**config.mk**
```make
export PLATFORM = sky130hd
export DESIGN_NAME = dual_prio_grant_decoder_flat
export DESIGN_NICKNAME = d
export VERILOG_FILES = /design/src/rtl/dual_prio_grant_decoder_pkg.sv /design/src/rtl/dual_prio_grant_decoder_if.sv /design/src/rtl/dual_prio_grant_decoder_onehot_decode.sv /design/src/rtl/dual_prio_grant_decoder.sv /design/src/flat_wrapper.sv
export SDC_FILE = /design/constraint.sdc
export NUM_CORES = 1
export LEC_CHECK = 0
export ABC_AREA = 1
export CAP_MARGIN = 15
export CORE_MARGIN = 2
export CORE_UTILIZATION = 40
export DETAILED_ROUTE_END_ITERATION = 7
export PLACE_DENSITY = 0.77
export RECOVER_POWER = 100
export REMOVE_ABC_BUFFERS = 1
export SLEW_MARGIN = 15
export SYNTH_ARGS = -nofsm -noshare
export SYNTH_HDL_FRONTEND = slang
export SYNTH_SLANG_ARGS = --single-unit
```
**constraint.sdc**
```tcl
create_clock -name i_clk -period 1.9 [get_ports i_clk]
set_input_delay 0.38 -clock i_clk [delete_from_list [all_inputs] [get_ports i_clk]]
set_output_delay 0.38 -clock i_clk [all_outputs]
set_load 0.05 [all_outputs]
```
**src/rtl/dual_prio_grant_decoder_pkg.sv**
```systemverilog
// Shared constants, FSM encoding and null-index helper for the
// dual-priority grant decoder.
package dual_prio_pkg;

    localparam int NUM_REQ      = 12;
    localparam int IDX_W        = 4;
    localparam int NULL_IDX_MIN = 12;

    typedef logic [IDX_W-1:0]   idx_t;
    typedef logic [NUM_REQ-1:0] grant_t;

    typedef enum logic [1:0] {
        ST_IDLE         = 2'd0,
        ST_GRANT_FIRST  = 2'd1,
        ST_GRANT_SECOND = 2'd2
    } state_t;

    // Indices at or above NULL_IDX_MIN carry no request.
    function automatic logic is_null(idx_t idx);
        return idx >= IDX_W'(NULL_IDX_MIN);
    endfunction

endpackage

```
**src/rtl/dual_prio_grant_decoder_if.sv**
```systemverilog
// Index-pair handshake and grant bus between the priority encoder,
// the grant decoder and the requesters.
interface dual_prio_grant_decoder_if;
    import dual_prio_pkg::*;

    logic   i_valid;
    idx_t   i_first_prio;
    idx_t   i_second_prio;
    logic   o_ready;
    grant_t o_grant;
    idx_t   o_grant_idx;
    logic   o_grant_valid;
    logic   i_grant_ack;
    logic   o_timeout;

    modport master (
        output i_valid,
        output i_first_prio,
        output i_second_prio,
        output i_grant_ack,
        input  o_ready,
        input  o_grant,
        input  o_grant_idx,
        input  o_grant_valid,
        input  o_timeout
    );

    modport slave (
        input  i_valid,
        input  i_first_prio,
        input  i_second_prio,
        input  i_grant_ack,
        output o_ready,
        output o_grant,
        output o_grant_idx,
        output o_grant_valid,
        output o_timeout
    );

endinterface

```
**src/rtl/dual_prio_grant_decoder_onehot_decode.sv**
```systemverilog
// Index to one-hot grant decoder; null indices (12..15) decode to zero
// because they match no requester position.
module dual_prio_onehot_decode
    import dual_prio_pkg::*;
(
    input  idx_t   i_idx,
    output grant_t o_onehot
);

    always_comb begin
        o_onehot = '0;
        for (int i = 0; i < NUM_REQ; i++) begin
            o_onehot[i] = (i_idx == IDX_W'(i));
        end
    end

endmodule

```
**src/rtl/dual_prio_grant_decoder.sv**
```systemverilog
// Serialises a (first, second) priority index pair into one-hot grants.
// Optional grant hold limit: define DUAL_PRIO_TIMEOUT_EN.
module dual_prio_grant_decoder
    import dual_prio_pkg::*;
#(
    parameter int TIMEOUT_CYCLES = 16
) (
    input  logic                       i_clk,
    input  logic                       i_reset,
    dual_prio_grant_decoder_if.slave   io_bus
);

    state_t r_state;
    state_t w_state_nxt;
    idx_t   r_first;
    idx_t   r_second;
    idx_t   w_act_idx;
    grant_t w_onehot;
    logic   w_grant_valid;
    logic   w_adv;
    logic   w_timeout;

    assign w_grant_valid = (r_state != ST_IDLE);
    assign w_adv = w_grant_valid && (io_bus.i_grant_ack || w_timeout);
    assign w_act_idx = (r_state == ST_GRANT_SECOND) ? r_second : r_first;

`ifdef DUAL_PRIO_TIMEOUT_EN
    localparam int CNT_W = $clog2(TIMEOUT_CYCLES + 1);

    logic [CNT_W-1:0] r_cnt;
    logic             r_timeout;

    // An ack in the limit cycle takes precedence over the drop.
    assign w_timeout = w_grant_valid && !io_bus.i_grant_ack
                    && (r_cnt == CNT_W'(TIMEOUT_CYCLES - 1));

    always_ff @(posedge i_clk) begin
        if (i_reset) begin
            r_cnt     <= '0;
            r_timeout <= 1'b0;
        end else begin
            r_timeout <= w_timeout;
            if (w_adv || !w_grant_valid) begin
                r_cnt <= '0;
            end else begin
                r_cnt <= r_cnt + CNT_W'(1);
            end
        end
    end

    assign io_bus.o_timeout = r_timeout;
`else
    logic [31:0] w_unused_timeout;

    assign w_unused_timeout = TIMEOUT_CYCLES;
    assign w_timeout        = 1'b0;
    assign io_bus.o_timeout = 1'b0;
`endif

    always_ff @(posedge i_clk) begin
        if (i_reset) begin
            r_state <= ST_IDLE;
        end else begin
            r_state <= w_state_nxt;
        end
    end

    always_ff @(posedge i_clk) begin
        if (i_reset) begin
            r_first  <= '0;
            r_second <= '0;
        end else if (r_state == ST_IDLE && io_bus.i_valid) begin
            r_first  <= io_bus.i_first_prio;
            r_second <= io_bus.i_second_prio;
        end
    end

    always_comb begin
        w_state_nxt = r_state;
        unique case (r_state)
            ST_IDLE: begin
                if (io_bus.i_valid) begin
                    if (!is_null(io_bus.i_first_prio)) begin
                        w_state_nxt = ST_GRANT_FIRST;
                    end else if (!is_null(io_bus.i_second_prio)) begin
                        w_state_nxt = ST_GRANT_SECOND;
                    end
                end
            end
            ST_GRANT_FIRST: begin
                // A duplicate second index would re-grant the same requester.
                if (w_adv) begin
                    if (!is_null(r_second) && r_second != r_first) begin
                        w_state_nxt = ST_GRANT_SECOND;
                    end else begin
                        w_state_nxt = ST_IDLE;
                    end
                end
            end
            ST_GRANT_SECOND: begin
                if (w_adv) begin
                    w_state_nxt = ST_IDLE;
                end
            end
            default: w_state_nxt = ST_IDLE;
        endcase
    end

    dual_prio_onehot_decode u_decode (
        .i_idx    (w_act_idx),
        .o_onehot (w_onehot)
    );

    always_comb begin
        io_bus.o_ready       = 1'b0;
        io_bus.o_grant_valid = 1'b0;
        io_bus.o_grant       = '0;
        io_bus.o_grant_idx   = '0;
        unique case (r_state)
            ST_IDLE: begin
                io_bus.o_ready = 1'b1;
            end
            ST_GRANT_FIRST, ST_GRANT_SECOND: begin
                io_bus.o_grant_valid = 1'b1;
                io_bus.o_grant       = w_onehot;
                io_bus.o_grant_idx   = w_act_idx;
            end
            default: begin
                io_bus.o_ready = 1'b0;
            end
        endcase
    end

endmodule
```
**src/flat_wrapper.sv**
```systemverilog
// flat-port wrapper written by rule: the top's interface ports become plain ports
module dual_prio_grant_decoder_flat import dual_prio_pkg::*;
#(
    parameter int TIMEOUT_CYCLES = 16
)
  (i_clk, i_reset, io_bus_i_valid, io_bus_i_first_prio, io_bus_i_second_prio, io_bus_i_grant_ack, io_bus_o_ready, io_bus_o_grant, io_bus_o_grant_idx, io_bus_o_grant_valid, io_bus_o_timeout);
  dual_prio_grant_decoder_if io_bus_i ();
  input  logic i_clk;
  input  logic i_reset;
  input wire logic [$bits(io_bus_i.i_valid)-1:0] io_bus_i_valid;
  input wire logic [$bits(io_bus_i.i_first_prio)-1:0] io_bus_i_first_prio;
  input wire logic [$bits(io_bus_i.i_second_prio)-1:0] io_bus_i_second_prio;
  input wire logic [$bits(io_bus_i.i_grant_ack)-1:0] io_bus_i_grant_ack;
  output wire logic [$bits(io_bus_i.o_ready)-1:0] io_bus_o_ready;
  output wire logic [$bits(io_bus_i.o_grant)-1:0] io_bus_o_grant;
  output wire logic [$bits(io_bus_i.o_grant_idx)-1:0] io_bus_o_grant_idx;
  output wire logic [$bits(io_bus_i.o_grant_valid)-1:0] io_bus_o_grant_valid;
  output wire logic [$bits(io_bus_i.o_timeout)-1:0] io_bus_o_timeout;
  assign io_bus_i.i_valid = io_bus_i_valid;
  assign io_bus_i.i_first_prio = io_bus_i_first_prio;
  assign io_bus_i.i_second_prio = io_bus_i_second_prio;
  assign io_bus_i.i_grant_ack = io_bus_i_grant_ack;
  assign io_bus_o_ready = io_bus_i.o_ready;
  assign io_bus_o_grant = io_bus_i.o_grant;
  assign io_bus_o_grant_idx = io_bus_i.o_grant_idx;
  assign io_bus_o_grant_valid = io_bus_i.o_grant_valid;
  assign io_bus_o_timeout = io_bus_i.o_timeout;
  dual_prio_grant_decoder #(.TIMEOUT_CYCLES(TIMEOUT_CYCLES)) u_core (.i_clk(i_clk), .i_reset(i_reset), .io_bus(io_bus_i));
endmodule
```
==> impl_summary.md <==
Status
The run finished, with violations left. The final reports fail on negative setup slack.

Power and ir drop
For this design the static power due to leakage is 0.000599 uW. The share of total power in sequential cells is 13.0%. In this run the power spent charging and discharging nets is 1540 uW. The clock network fraction of design power is 7.1%. Combinational logic burns 79.9% of the power. The worst ir drop on vdd is 1.13 mV. Net switching is 55.2% of the power. Power spread over the standard cell area amounts to 1920 nW/um2. The internal portion of total power is 1240 uW. The power after layout is 2780 uW.

Drt
Using the TritonRoute via totals, the vias-per-cell ratio works out to 5.64. The detail route stage leaves a number of antenna-violating nets equal to 0. The final routed wirelength across all metal layers is 2890 um. For this run, design rule violations remaining after detail routing come to 0. The via total after detailed routing is 942. In the final routed layout, each cell accounts on average for 17.3 um.

For this run, the detailed router's first-pass iteration total came to 4. The DRC violation total after the first TritonRoute iteration is 31.

Job
Across the run, the number of max-cap violations was 0.

Clock network
The buffer cell driving the clock tree root is sky130_fd_sc_hd__clkbuf_4. In this run the number of H-tree levels came out at 1. No sink is reached through more buffers than the 2 on the longest clock path. The TritonCTS buffer count is 3. The insertion delay to the later sink of the worst-skew pair is 0.27 ns. CTS saw 10 sinks. Clock-pin slew was measured on the worst setup and hold paths at 0.07 ns.

The TritonCTS clock tree is built.

Setup path
The signal on the critical path passes through inv_2, ha_4, nand2_1, o21ai_2, inv_2, nand2_4, nor2_4, buf_12. For this run, the slowest stage of the critical path takes 0.34 ns. The slowest stage of the critical path belongs to the cell sky130_fd_sc_hd__dfxtp_2.

The worst path arrival time is 1.71 ns. In this run the worst path has a maximum fanout of 9. The data required time of the worst path is 1.52 ns.

STA classifies the critical path endpoint as an output port. The dominant cell type by count on the critical path is sky130_fd_sc_hd__inv_2. The kind of start point of the critical path is a flip-flop. The critical path is of the flip-flop to output port type.

Timing
The count of endpoints failing hold in the final timing report is 0. The total negative slack is -2.24 ns. The routed design could run at a clock period as short as 2.09 ns. The number of setup violations in the final report is 16. The final max-slew violation count was 0. The worst path uses 110% of the clock period. The worst clock skew is 0.00642 ns. Setup repair after global routing could not meet its margin everywhere. Across all setup checks in the final design, the least slack found is -0.191 ns. Timing would allow up to 478 MHz.

Die
The vertical die dimension is 45.7 um. The horizontal die dimension is 45.7 um. The die covers 2090 um2. The number of core rows is 15. The top-level I/O count is 31.

The starting utilization of the core area is 41.6%. The core area is 1670 um2.

Placed design
Routability-driven placement finished with a final weighted congestion of 0.833. After legalization and detailed placement, the total HPWL measured 1450 um. The number of buffer cells added on primary ports is 29.

The placed instances occupy a cell area of 1180 um2. The post-placement setup slack is -0.0341 ns.

GRT
The global-route wire length before repair is 3770 um. The number of global-route vias before repair is 834. The total overflow left after global routing is 0. The all-layer global routing usage is 25.8%. The initial antenna violation count is 0. Entering global routing, the biggest net connects 17 pins.

Layout
The growth of design area from synthesis to finish is 108%. The share of cells above drive strength 1 is 43.3%. The final design utilization is 86.5%. The net total in the final layout is 166. The total inserted antenna cells is 0. The design area is 1450 um2. Leaving out fill and tap cells, the most frequent cell in the layout is sky130_fd_sc_hd__nand2_1.

In the layout the commonest cells are 26 x sky130_fd_sc_hd__nand2_1, 18 x sky130_fd_sc_hd__buf_12, 14 x sky130_fd_sc_hd__nor2_4.

Logic synthesis
The register bit total from synthesis is 10. Of the synthesized area, sequential elements account for 28.8%. The synthesized instance count is 116. Dividing the synthesized area by the synthesized cell count gives 5.99 um2. Yosys printed 0 warnings. In this run, distinct cell masters in the synthesized netlist total 17.

The area of the mapped netlist is 694 um2.

Hold path
In this run the worst hold path is classified as flip-flop to flip-flop.
-- kinds of logic after synthesis --
group | share of synthesized area, %
AO/OA/AOI/OAI | 18.6
flip-flops | 28.8
other | 0.540
buffers and inverters | 12.6
adder cells (fa/ha/maj) | 5.41
AND/OR/NAND/NOR | 34.1
-- synthesized netlist by cell type --
cell type                  count  area share (%)
sky130_fd_sc_hd__o21ai_2       3             3.8
sky130_fd_sc_hd__inv_1        17             9.2
sky130_fd_sc_hd__buf_4         1             1.1
sky130_fd_sc_hd__nand3_1       2             1.4
sky130_fd_sc_hd__a21oi_1      10             7.2
sky130_fd_sc_hd__buf_2         1            0.72
sky130_fd_sc_hd__nand2_2       2             1.8
sky130_fd_sc_hd__o21ai_1       1            0.72
sky130_fd_sc_hd__a21boi_0      1             1.1
sky130_fd_sc_hd__ha_1          3             5.4
sky130_fd_sc_hd__o21ai_0       8             5.8
sky130_fd_sc_hd__nor2_1       18             9.7
sky130_fd_sc_hd__dfxtp_1      10              29
sky130_fd_sc_hd__nor2_2        3             2.7
sky130_fd_sc_hd__buf_6         1             1.6
sky130_fd_sc_hd__nand2_1      34              18
sky130_fd_sc_hd__conb_1        1            0.54
-- through the flow --
stage | instances | hold slack (ns)
after floorplan | 113 | 0.449
after global placement | 162 | 0.473
after detailed placement | 162 | 0.477
after CTS | 167 | 0.482
after global routing | 167 | 0.559
final | 167 | 0.528
-- layer usage --
metal / wire (um) / GRT usage [%] / vias to the layer above
met4: 119 / 16.5 / 0
met2: 1560 / 48.7 / 51
met5: 0 / 0 / -
li1: - / - / 426
met3: 145 / 2.38 / 14
met1: 1060 / 26.5 / 451
-- registers in the layout (all words and copies together) (netlist names) --
signal	cells
u_core.r_second	4
u_core.r_first	4
u_core.r_state	2
-- repair_timing --
item                                    CTS  global route
resized for setup                        48             8
hold buffers                              0             0
endpoints found under the setup margin   16            16
buffers inserted                          1             0
pin swaps                                 4             0
endpoints found under the hold margin     0             0
cloned                                    0             0
-- worst max-delay path, delay by kind of cell, from the launching register on --
| family | cells | cell delay (ns) |
|---|---|---|
| flip-flops | 1 | 0.34 |
| buffers and inverters | 3 | 0.36 |
| AO/OA/AOI/OAI | 1 | 0.16 |
| AND/OR/NAND/NOR | 3 | 0.32 |
| adder cells (fa/ha/maj) | 1 | 0.25 |
-- final timing paths --
path,start,to,slack (ns),cells after the start
worst min register to register,u_core.r_state[0],u_core.r_state[0],0.53,2
worst max-delay path,u_core.r_state[0],io_bus_o_grant[2],-0.19,8
worst min-delay path,u_core.r_state[0],u_core.r_state[0],0.53,2
worst max register to register,u_core.r_state[0],u_core.r_state[1],0.40,10
-- area by class of cell --
cell class | count | area [um2]
fillers | 79 | 225
inverters | 17 | 63.8
well taps | 17 | 21.3
repair buffers | 33 | 500
clock buffers | 4 | 36.3
flip-flops and latches | 10 | 203
multi-input cells | 86 | 621
-- power groups by stage --
stage	Sequential [uW]	Combinational [uW]	Clock (uW)
global route	369	2320	212
detailed placement	334	1630	0
floorplan	321	955	0
global placement	328	1600	0
finish	362	2220	199
CTS	345	2020	199
(Power assumes the default switching activity.)
